===== src/rtl/mem_port_arbiter.sv =====
// Two-requester arbiter for the core's single unified memory port: one transaction
// in flight at a time, fixed memory latency, and bounded starvation of the DMA side.
module mem_port_arbiter #(
    parameter int ADDR_W   = 32,
    parameter int DATA_W   = 32,
    parameter int MEM_LAT  = 1,
    parameter int MAX_WAIT = 4
) (
    input  logic              clk,
    input  logic              rst_n,
    input  logic              c_req,
    input  logic              c_we,
    input  logic [ADDR_W-1:0] c_addr,
    input  logic [DATA_W-1:0] c_wdata,
    output logic              c_gnt,
    output logic              c_rvalid,
    output logic [DATA_W-1:0] c_rdata,
    input  logic              d_req,
    input  logic              d_we,
    input  logic [ADDR_W-1:0] d_addr,
    input  logic [DATA_W-1:0] d_wdata,
    output logic              d_gnt,
    output logic              d_rvalid,
    output logic [DATA_W-1:0] d_rdata,
    output logic              mem_en,
    output logic              mem_we,
    output logic [ADDR_W-1:0] mem_addr,
    output logic [DATA_W-1:0] mem_wdata,
    input  logic [DATA_W-1:0] mem_rdata
);

    typedef enum logic {IDLE, BUSY} state_t;

    localparam logic [3:0] LAT_INIT = 4'(MEM_LAT - 1);
    localparam logic [3:0] WAIT_MAX = 4'(MAX_WAIT);

    state_t     state_reg;
    logic       owner_reg;      // 0 = core, 1 = DMA
    logic [3:0] lat_cnt_reg;
    logic [3:0] wait_cnt_reg;

    logic idle_active;
    logic d_win;
    logic done;

    // Grants are combinational so a request in IDLE reaches memory the same cycle;
    // gating with rst_n keeps every output quiet while reset is held.
    assign idle_active = rst_n && (state_reg == IDLE);
    assign d_win       = d_req && (!c_req || (wait_cnt_reg == WAIT_MAX));
    assign c_gnt       = idle_active && c_req && !d_win;
    assign d_gnt       = idle_active && d_win;

    assign mem_en    = c_gnt || d_gnt;
    assign mem_we    = c_gnt ? c_we    : (d_gnt ? d_we    : 1'b0);
    assign mem_addr  = c_gnt ? c_addr  : (d_gnt ? d_addr  : '0);
    assign mem_wdata = c_gnt ? c_wdata : (d_gnt ? d_wdata : '0);

    assign done     = rst_n && (state_reg == BUSY) && (lat_cnt_reg == 4'd0);
    assign c_rvalid = done && !owner_reg;
    assign d_rvalid = done && owner_reg;
    assign c_rdata  = c_rvalid ? mem_rdata : '0;
    assign d_rdata  = d_rvalid ? mem_rdata : '0;

    always_ff @(posedge clk or negedge rst_n) begin
        if (!rst_n) begin
            state_reg    <= IDLE;
            owner_reg    <= 1'b0;
            lat_cnt_reg  <= 4'd0;
            wait_cnt_reg <= 4'd0;
        end else begin
            case (state_reg)
                IDLE: begin
                    if (mem_en) begin
                        owner_reg   <= d_gnt;
                        lat_cnt_reg <= LAT_INIT;
                        state_reg   <= BUSY;
                        // Count consecutive core wins that left the DMA waiting.
                        if (c_gnt && d_req) begin
                            if (wait_cnt_reg != WAIT_MAX)
                                wait_cnt_reg <= wait_cnt_reg + 4'd1;
                        end else begin
                            wait_cnt_reg <= 4'd0;
                        end
                    end
                end
                BUSY: begin
                    if (lat_cnt_reg == 4'd0)
                        state_reg <= IDLE;
                    else
                        lat_cnt_reg <= lat_cnt_reg - 4'd1;
                end
                default: state_reg <= IDLE;
            endcase
        end
    end

endmodule


===== config.mk =====
export PLATFORM = sky130hd
export DESIGN_NAME = mem_port_arbiter
export DESIGN_NICKNAME = d
export VERILOG_FILES = /design/src/rtl/mem_port_arbiter.sv
export SDC_FILE = /design/constraint.sdc
export NUM_CORES = 1
export LEC_CHECK = 0
export CORE_AREA = 2 2 115 117
export DETAILED_ROUTE_END_ITERATION = 10
export DIE_AREA = 0 0 117 119
export GPL_TIMING_DRIVEN = 1
export PLACE_DENSITY = 0.6
export REMOVE_ABC_BUFFERS = 1
export SYNTH_ARGS = -nofsm -noshare
export SYNTH_HDL_FRONTEND = slang
export SYNTH_SLANG_ARGS = --single-unit

===== constraint.sdc =====
create_clock -name clk -period 2.55 [get_ports clk]
set_input_delay 0.765 -clock clk [delete_from_list [all_inputs] [get_ports clk]]
set_output_delay 0.765 -clock clk [all_outputs]
set_load 0.05 [all_outputs]

==> results of run 1 <==
cells in the mapped netlist:
cell type | count | share of area, %
nand2_1 | 131 | 22
and2_1 | 65 | 18
o22ai_1 | 38 | 10
o22ai_2 | 30 | 16
buf_2 | 15 | 3.3
dfrtp_1 | 10 | 11
inv_1 | 9 | 1.5
clkbuf_1 | 8 | 1.3
o21ai_0 | 7 | 1.5
buf_4 | 5 | 1.6
buf_6 | 4 | 2.0
clkbuf_2 | 4 | 0.88
nand2b_1 | 4 | 1.1
nor2_1 | 4 | 0.66
ha_1 | 3 | 1.6
mux2i_1 | 2 | 0.88
nand3_1 | 2 | 0.44
nand4_1 | 2 | 0.55
a21o_1 | 1 | 0.33
a21oi_1 | 1 | 0.22
a311oi_1 | 1 | 0.38
a31o_2 | 1 | 0.38
and4_1 | 1 | 0.38
and4b_1 | 1 | 0.44
nand3b_1 | 1 | 0.33
nand3b_2 | 1 | 0.49
nor2b_1 | 1 | 0.27
nor3_1 | 1 | 0.22
nor3b_2 | 1 | 0.55
o21ai_1 | 1 | 0.22
o221ai_1 | 1 | 0.38
o2bb2ai_1 | 1 | 0.38
o311ai_0 | 1 | 0.38
metrics by stage:
stage / total power [mW] / area (um2)
finish: 2.48 / 9540
global placement: 1.56 / 7020
detailed placement: 1.58 / 7020
CTS: 2.25 / 8650
global route: 2.56 / 9540
floorplan: 0.779 / 2070
kinds of logic after synthesis:
group	after synthesis	synth area share [%]
muxes	2	0.878
AOI/OAI and AO/OA	83	31.1
adders and majority gates	3	1.65
DFF	10	11.0
buffers and inverters	45	10.6
and+or+nand+nor	215	44.8
power by group through the flow:
stage	sequential [mW]	combinational, mW	clock (mW)
floorplan	0.178	0.601	0
global placement	0.178	1.39	0
detailed placement	0.178	1.40	0
CTS	0.177	1.79	0.274
global route	0.178	2.10	0.282
finish	0.178	2.03	0.273
cells in the final DEF, fill, tap and decap left out, types with 2 or more instances in the layout:
master	n
buf_4	29
buf_8	9
buf_16	16
clkdlybuf4s50_1	162
o22ai_4	65
nand2b_1	4
o22ai_1	3
o21ai_0	6
and2_4	64
nand4_1	2
nor2_1	3
nand2_2	46
ha_2	2
nand3_1	2
buf_6	10
inv_1	8
nand2_1	60
nand2_4	25
buf_12	148
mux2i_1	2
clkbuf_16	20
dfrtp_1	10
buf_2	2
a21o_4	2
how the worst max path moves through the flow:
stage	endpoint	start	slack [ps]	depth (start not counted)
after floorplan	mem_en	rst_n	-4700	3
after global placement	mem_addr[9]	d_req	-570	7
after detailed placement	mem_addr[9]	rst_n	-570	8
after CTS	mem_addr[6]	wait_cnt_reg[1]$_DFFE_PN0P_	-150	8
after global routing	c_rdata[7]	lat_cnt_reg[0]$_DFFE_PN0P_	-230	8
final	mem_addr[9]	rst_n	-150	8
timing repair:
action / 4_1_cts / 5_1_grt
endpoints found under the setup margin: 134 / 134
gates resized for setup: 230 / 118
setup buffers: 22 / 5
gates cloned: 15 / 18
pin swaps: 79 / 76
endpoints found under the hold margin: 0 / 0
worst max-delay path, stage by stage:
cell and delay, ps:
buf_6 80, nor2b_4 190, buf_12 150, buf_12 150
buf_8 120, nand2_1 90, o22ai_4 210, buf_12 170
final cells by class:
type / instances / area [um2]
sequential: 10 / 250
antenna: 1 / 2.50
multi-input combinational: 304 / 3030
clock buffer: 3 / 75.1
fill: 800 / 3330
timing repair buffer: 393 / 5930
tap: 176 / 220
inverter: 9 / 36.3
per-layer routing:
layer  vias up  track usage (%)
met5         -                0
met4         0             8.01
met3        47             3.61
met2       257             44.6
met1      2049             23.0
li1       1951                -
==> results.cfg, run 1 <==
[clocking]
cts_tree = built
clk_pin_slew_ps = 40
cts_root_buf = clkbuf_16
clkSinkCount = 10
htree_num_levels = 1
clockBufferDepth = 2
worstSkewPairLatency_ps = 240
cts_hold_buf = 0
cts_buffers = 3

[setup_path]
critPathMaxFanout = 5
critPathLaunchType = input pin
worstPathArrival_ps = 1940
reg2reg_setup_slack_ps = 940
required_ps = 1790
r2r_end = wait_cnt_reg[2]$_DFFE_PN0P_
end_kind = output pin
critPathKind = input pin to output pin
rr_startpoint = state_reg$_DFF_PN0_
r2r_cells = 5

[placed_design]
place_congestion = 0.746
pre_cts_ws_ps = -568
dp_cells = 837
dp_hpwl_mm = 11.0
numPortBuffers = 299

[power]
switching_power_mw = 1.05
pwr-share-clk_pct = 11.0
power.density_nw_per_um2 = 260
switching_share_pct = 42.2
p_int_mw = 1.43
comb_power_share_pct = 81.9
p_seq_share_pct = 7.2
ir_worst_vdd_mv = 0.198
p_leak_nw = 3.70

[route]
vias = 4304
ant_nets = 0
drc = 0
drt_iter0_markers = 117
top_layer_used = met4
vias_per_cell = 4.80
wirelength_mm = 19.3
wl_met1_mm = 6.23
wl_per_cell_um = 21.5
wl_met3_mm = 1.42
dr.pass1.iters = 5
route.met2.wl_mm = 10.9

[floorplan]
die_h_um = 119
core_um2 = 12900
start_util_pct = 17.7
die_w_um = 117
dieArea_um2 = 13900
num_io_pins = 300
fp-row-count = 42

[timing]
worst_pin_slew_ps = 380
drv_slew = 0
hold_viol_final = 0
min_period_over_period_pct = 106
tns_ps = -12040
finalClockSkew_ps = 4.84
rsz0062_at_grt = true
min_period_ps = 2700
setup_viol = 131
maxSlewHeadroom_pct = 74.6
timing.hold.ws_ps = 549
setup_ws_ps = -153
fmax_mhz = 370

[status]
outcome = complete, but fails checks
violations = setup timing

[grt]
grt_usage_pct = 22.5
grt_pass1_wl_mm = 24.2
antenna_found_initial = 1
grt.overflow.total = 0
grt_max_degree = 21
grt_pass1_vias = 4399

[logic_synthesis]
synth_cell_types = 33
syn_avg_cell_area_um2 = 6.37
synth_seq_cells = 10
ys.warnings.count = 0
yosysSeqAreaShare_pct = 11.0
syn-cell-area_um2 = 2280
synthCells = 358

[hold_path]
hold_start = owner_reg$_DFFE_PN0P_
min_to = owner_reg$_DFFE_PN0P_
whs_path_depth = 1
min_path_type = flop to flop

[cells_and_area]
utilization_pct = 74.1
drive_gt1_share_pct = 62.2
area_delta_synth_final_pct = 318
nNetsFinal = 890
final_cell_count_no_fill = 896

[job]
drv_cap = 0
Power figures use the tool's default switching activity.
==> run 2, diff against run 1 <==
--- a/config.mk
+++ b/config.mk
@@ -8,8 +8,9 @@
 export CORE_AREA = 2 2 115 117
 export DETAILED_ROUTE_END_ITERATION = 10
 export DIE_AREA = 0 0 117 119
+export DONT_BUFFER_PORTS = 1
 export GPL_TIMING_DRIVEN = 1
-export PLACE_DENSITY = 0.6
+export PLACE_DENSITY = 0.3
 export REMOVE_ABC_BUFFERS = 1
 export SYNTH_ARGS = -nofsm -noshare
 export SYNTH_HDL_FRONTEND = slang
==> results.cfg, run 2 (synthesis gave the netlist of run 1 again) <==
[timing]
rsz0062_at_grt = true
min_period_over_period_pct = 105
maxSlewHeadroom_pct = 74.7
setup_viol = 110
tns_ps = -6490
min_period_ps = 2670
drv_slew = 0
setup_ws_ps = -121
timing.hold.ws_ps = 223
worst_pin_slew_ps = 379
finalClockSkew_ps = 3.09
hold_viol_final = 0
fmax_mhz = 374

[cells_and_area]
final_area_um2 = 6540
drive_gt1_share_pct = 64.8
utilization_pct = 50.8
antennaDiodeCount = 0
final_cell_mix = nand2_1 (131), buf_12 (107), and2_4 (63)
nNetsFinal = 684
final_common_cell = nand2_1
fillers = 1160
area_delta_synth_final_pct = 187

[clocking]
clk_pin_slew_ps = 40
cts_hold_buf = 0
cts_root_buf = clkbuf_16
htree_num_levels = 1
clkSinkCount = 10
cts_buffers = 3
cts_tree = built
worstSkewPairLatency_ps = 240
clockBufferDepth = 2

[setup_path]
endpoint = d_rdata[26]
critical_path.top_delay_family = simple AND/OR/NAND/NOR gates
crit_chain = inv_2 > ha_4 > nor3b_4 > and4_4 > clkbuf_16 > and2_4 > buf_12
r2r_cells = 6
end_kind = output pin
worstPathArrival_ps = 1910
path_buf_inv = 3
critPathMaxFanout = 8
critPathLaunchType = flop
max_stage_delay_ps = 390
cp.depth = 7
startpoint = lat_cnt_reg[0]$_DFFE_PN0P_
rr_startpoint = state_reg$_DFF_PN0_
slowest_stage = and4_4
reg2reg_setup_slack_ps = 960
required_ps = 1790
critPathKind = flop to output pin
r2r_end = lat_cnt_reg[2]$_DFFE_PN0P_

[grt]
grt_max_degree = 44
grt_pass1_vias = 3099
grt_pass1_wl_mm = 17.4
antenna_found_initial = 0
grt.overflow.total = 0
grt_usage_pct = 15.9

[route]
wirelength_mm = 14.0
drt_iter0_markers = 99
drc = 0
wl_per_cell_um = 20.2
vias = 3236
dr.pass1.iters = 4
vias_per_cell = 4.69
ant_nets = 0
wl_met3_mm = 1.43
wl_met1_mm = 4.84
route.met2.wl_mm = 7.49
top_layer_used = met4

[floorplan]
die_h_um = 119
core_um2 = 12900
dieArea_um2 = 13900
die_w_um = 117
fp-row-count = 42
num_io_pins = 300
start_util_pct = 17.7

[placed_design]
place_area_um2 = 4770
place_congestion = 0.803
numPortBuffers = 0
dp_hpwl_mm = 9.67

[power]
ir_worst_vdd_mv = 0.263
power.total_mw = 1.87
p_leak_nw = 2.46
power.density_nw_per_um2 = 285

[hold_path]
min_path_type = input pin to asynchronous set/reset pin

[status]
violations = setup timing
outcome = complete, but fails checks

[job]
drv_cap = 0
## run 2: cell count changes in the layout (fill, tap and decap cells not counted), moves of 3 or more
cell and delta:
o22ai_2 +4, buf_6 +24, nand2_4 -25, clkdlybuf4s50_1 -162
o22ai_4 -4, inv_1 -3, nand2_2 -46, buf_4 -8
inv_2 +4, clkbuf_16 -5, buf_16 -11, nand2_1 +71
buf_12 -41
## run 2: how the worst min path moves through the flow
stage          slack (ps)             startpoint                          end
3_5_place_dp          470                  rst_n  wait_cnt_reg[1]$_DFFE_PN0P_
2_1_floorplan         460  owner_reg$_DFFE_PN0P_        owner_reg$_DFFE_PN0P_
3_3_place_gp          470                  rst_n  wait_cnt_reg[1]$_DFFE_PN0P_
6_report              220                  rst_n  wait_cnt_reg[2]$_DFFE_PN0P_
4_1_cts               220                  rst_n  wait_cnt_reg[2]$_DFFE_PN0P_
5_1_grt               210                  rst_n          state_reg$_DFF_PN0_
## run 2: metrics by stage
stage / setup slack [ps] / std cells
floorplan: -4700 / 322
global placement: 35.5 / 655
detailed placement: 3.64 / 655
CTS: -110 / 666
global route: -178 / 690
finish: -121 / 690
## run 2: timing repair
item,in CTS,in global routing
hold endpoints to repair,0,0
gates resized for setup,113,127
pin swaps,32,60
buffers inserted,4,6
endpoints found under the setup margin,132,133
cloned,3,18
## run 2: where the power goes
part	switching (mW)	total (mW)	internal [mW]
clock network	0.0726	0.308	0.236
registers	0.00995	0.178	0.168
logic	0.767	1.38	0.613
total	0.849	1.87	1.02
## run 2: routing by layer
metal  GRT usage [%]  vias to the layer above
met5               0                        -
met4            1.84                        0
met3            4.27                       12
met2            31.8                      207
met1            16.4                     1486
li1                -                     1531
## run 2: layout make-up
type                            instances  area [um2]  share of cell area, %
Sequential cell                        10         250                   3.83
Timing Repair Buffer                  187        3240                   49.5
Inverter                                9        33.8                  0.516
Clock buffer                            4        88.8                   1.36
Multi-Input combinational cell        304        2710                   41.4
Tap cell                              176         220                   3.37
## run 2: worst register-to-register path, delay by kind of cell, from the launching register on
| kind | cells | cell delay (ps) |
|---|---|---|
| buffers and inverters | 3 | 490 |
| DFF | 1 | 450 |
| and+or+nand+nor | 1 | 170 |
| AOI/OAI and AO/OA | 2 | 370 |
==> run 3, diff against run 2 <==
==> constraint.sdc (replaced) <==
create_clock -name clk -period 2.83 [get_ports clk]
set_input_delay 0.849 -clock clk [delete_from_list [all_inputs] [get_ports clk]]
set_output_delay 0.849 -clock clk [all_outputs]
set_load 0.05 [all_outputs]
==> results.cfg, run 3 (synthesis gave the netlist of run 1 again) <==
[cells_and_area]
area_delta_synth_final_pct = 136
final_cell_mix = nand2_1 (131), buf_12 (105), and2_4 (58)
final_common_cell = nand2_1
utilization_pct = 41.8
antennaDiodeCount = 0
nNetsFinal = 664
final_cell_count_no_fill = 669
drive_gt1_share_pct = 58.0

[power]
comb_power_share_pct = 70.9
pwr-share-clk_pct = 17.5
switching_share_pct = 46.2
power.total_mw = 1.39
ir_worst_vdd_mv = 0.156
switching_power_mw = 0.643
p_seq_share_pct = 11.6
power.density_nw_per_um2 = 259
p_leak_nw = 2.18
p_int_mw = 0.749

[status]
outcome = complete, but fails checks
violations = setup timing

[route]
drt_iter0_markers = 126
vias = 3153
ant_nets = 0
dr.pass1.iters = 4
drc = 0
vias_per_cell = 4.71
wl_per_cell_um = 19.1
wirelength_mm = 12.8

[timing]
timing.hold.ws_ps = 310
worst_pin_slew_ps = 493
hold_viol_final = 0
min_period_over_period_pct = 103
fmax_mhz = 344
min_period_ps = 2900
rsz0062_at_grt = true
setup_viol = 51
setup_ws_ps = -74.7
maxSlewHeadroom_pct = 67.1
finalClockSkew_ps = 1.87
drv_slew = 0

[setup_path]
critPathLaunchType = flop
end_kind = output pin
r2r_end = lat_cnt_reg[3]$_DFFE_PN0P_
worstPathArrival_ps = 2060
reg2reg_setup_slack_ps = 1170
rr_startpoint = state_reg$_DFF_PN0_
required_ps = 1980
crit_chain = inv_1 > ha_2 > nor3b_4 > and4b_4 > buf_6 > and2_1 > buf_12
slowest_stage = dfrtp_1
max_stage_delay_ps = 400
critPathMaxFanout = 7
critPathKind = flop to output pin
r2r_cells = 5

[job]
drv_cap = 0

[floorplan]
die_w_um = 117
core_um2 = 12900
die_h_um = 119
num_io_pins = 300
fp-row-count = 42
start_util_pct = 17.7
dieArea_um2 = 13900

[clocking]
cts_root_buf = clkbuf_16
clockBufferDepth = 2
cts_hold_buf = 0
cts_buffers = 3
worstSkewPairLatency_ps = 230
clkSinkCount = 10
htree_num_levels = 1
clk_pin_slew_ps = 40
cts_tree = built

[grt]
grt_pass1_wl_mm = 17.0
grt_max_degree = 50
antenna_found_initial = 0
grt_usage_pct = 15.5
grt.overflow.total = 0
grt_pass1_vias = 3017

[hold_path]
min_path_type = input pin to asynchronous set/reset pin

[placed_design]
place_congestion = 0.794
pre_cts_ws_ps = 87.9
dp_hpwl_mm = 9.80
dp_cells = 649
numPortBuffers = 0
==> run 3: worst max path at each step <==
stage / startpoint / to / slack, ps / cells after the start
after floorplan: rst_n / mem_en / -4580 / 3
after global placement: rst_n / mem_addr[9] / 110 / 6
after detailed placement: rst_n / mem_addr[8] / 90 / 6
after CTS: wait_cnt_reg[0]$_DFFE_PN0P_ / mem_wdata[23] / -20 / 7
after global routing: lat_cnt_reg[1]$_DFFE_PN0P_ / c_rdata[14] / -120 / 7
final: lat_cnt_reg[1]$_DFFE_PN0P_ / c_rdata[14] / -70 / 7
==> run 3: power groups by stage <==
| stage | registers, mW | logic [mW] | clock network (mW) |
|---|---|---|---|
| floorplan | 0.160 | 0.542 | 0 |
| global placement | 0.163 | 0.890 | 0 |
| detailed placement | 0.163 | 0.898 | 0 |
| CTS | 0.162 | 0.922 | 0.246 |
| global route | 0.162 | 1.03 | 0.255 |
| finish | 0.161 | 0.988 | 0.243 |
==> run 3: through the flow <==
stage               setup TNS [ps]  area (um2)
finish                       -1640        5380
global placement                 0        4720
CTS                           -208        4970
detailed placement               0        4720
global route                 -4250        5380
floorplan                  -307880        2070
==> run 3: cell type report <==
| cell class | count | area [um2] |
|---|---|---|
| multi-input cells | 303 | 2110 |
| flip-flops and latches | 10 | 250 |
| fillers | 1254 | 7500 |
| repair buffers | 168 | 2690 |
| inverters | 9 | 33.8 |
| well taps | 176 | 220 |
| clock buffers | 3 | 75.1 |
==> run 3: timing repair <==
| item | in CTS | in global routing |
|---|---|---|
| buffers inserted | 4 | 6 |
| hold endpoints to repair | 0 | 0 |
| gates resized for setup | 28 | 67 |
| cloned | 1 | 6 |
| setup endpoints to repair | 102 | 122 |
| pin swaps | 2 | 48 |
==> run 3: layer usage <==
layer | global-route usage, % | routed length (um) | up-vias
li1 | - | - | 1483
met5 | 0 | 0 | -
met1 | 16.8 | 4390 | 1463
met2 | 30.6 | 6920 | 201
met3 | 3.72 | 1380 | 6
met4 | 1.69 | 72 | 0
==> run 3: critical path: cells and delay by family (launching register included) <==
family	cells	cell delay, ps
AND/OR/NAND/NOR	3	830
flip-flops	1	400
buffers and inverters	3	380
adder cells (fa/ha/maj)	1	190
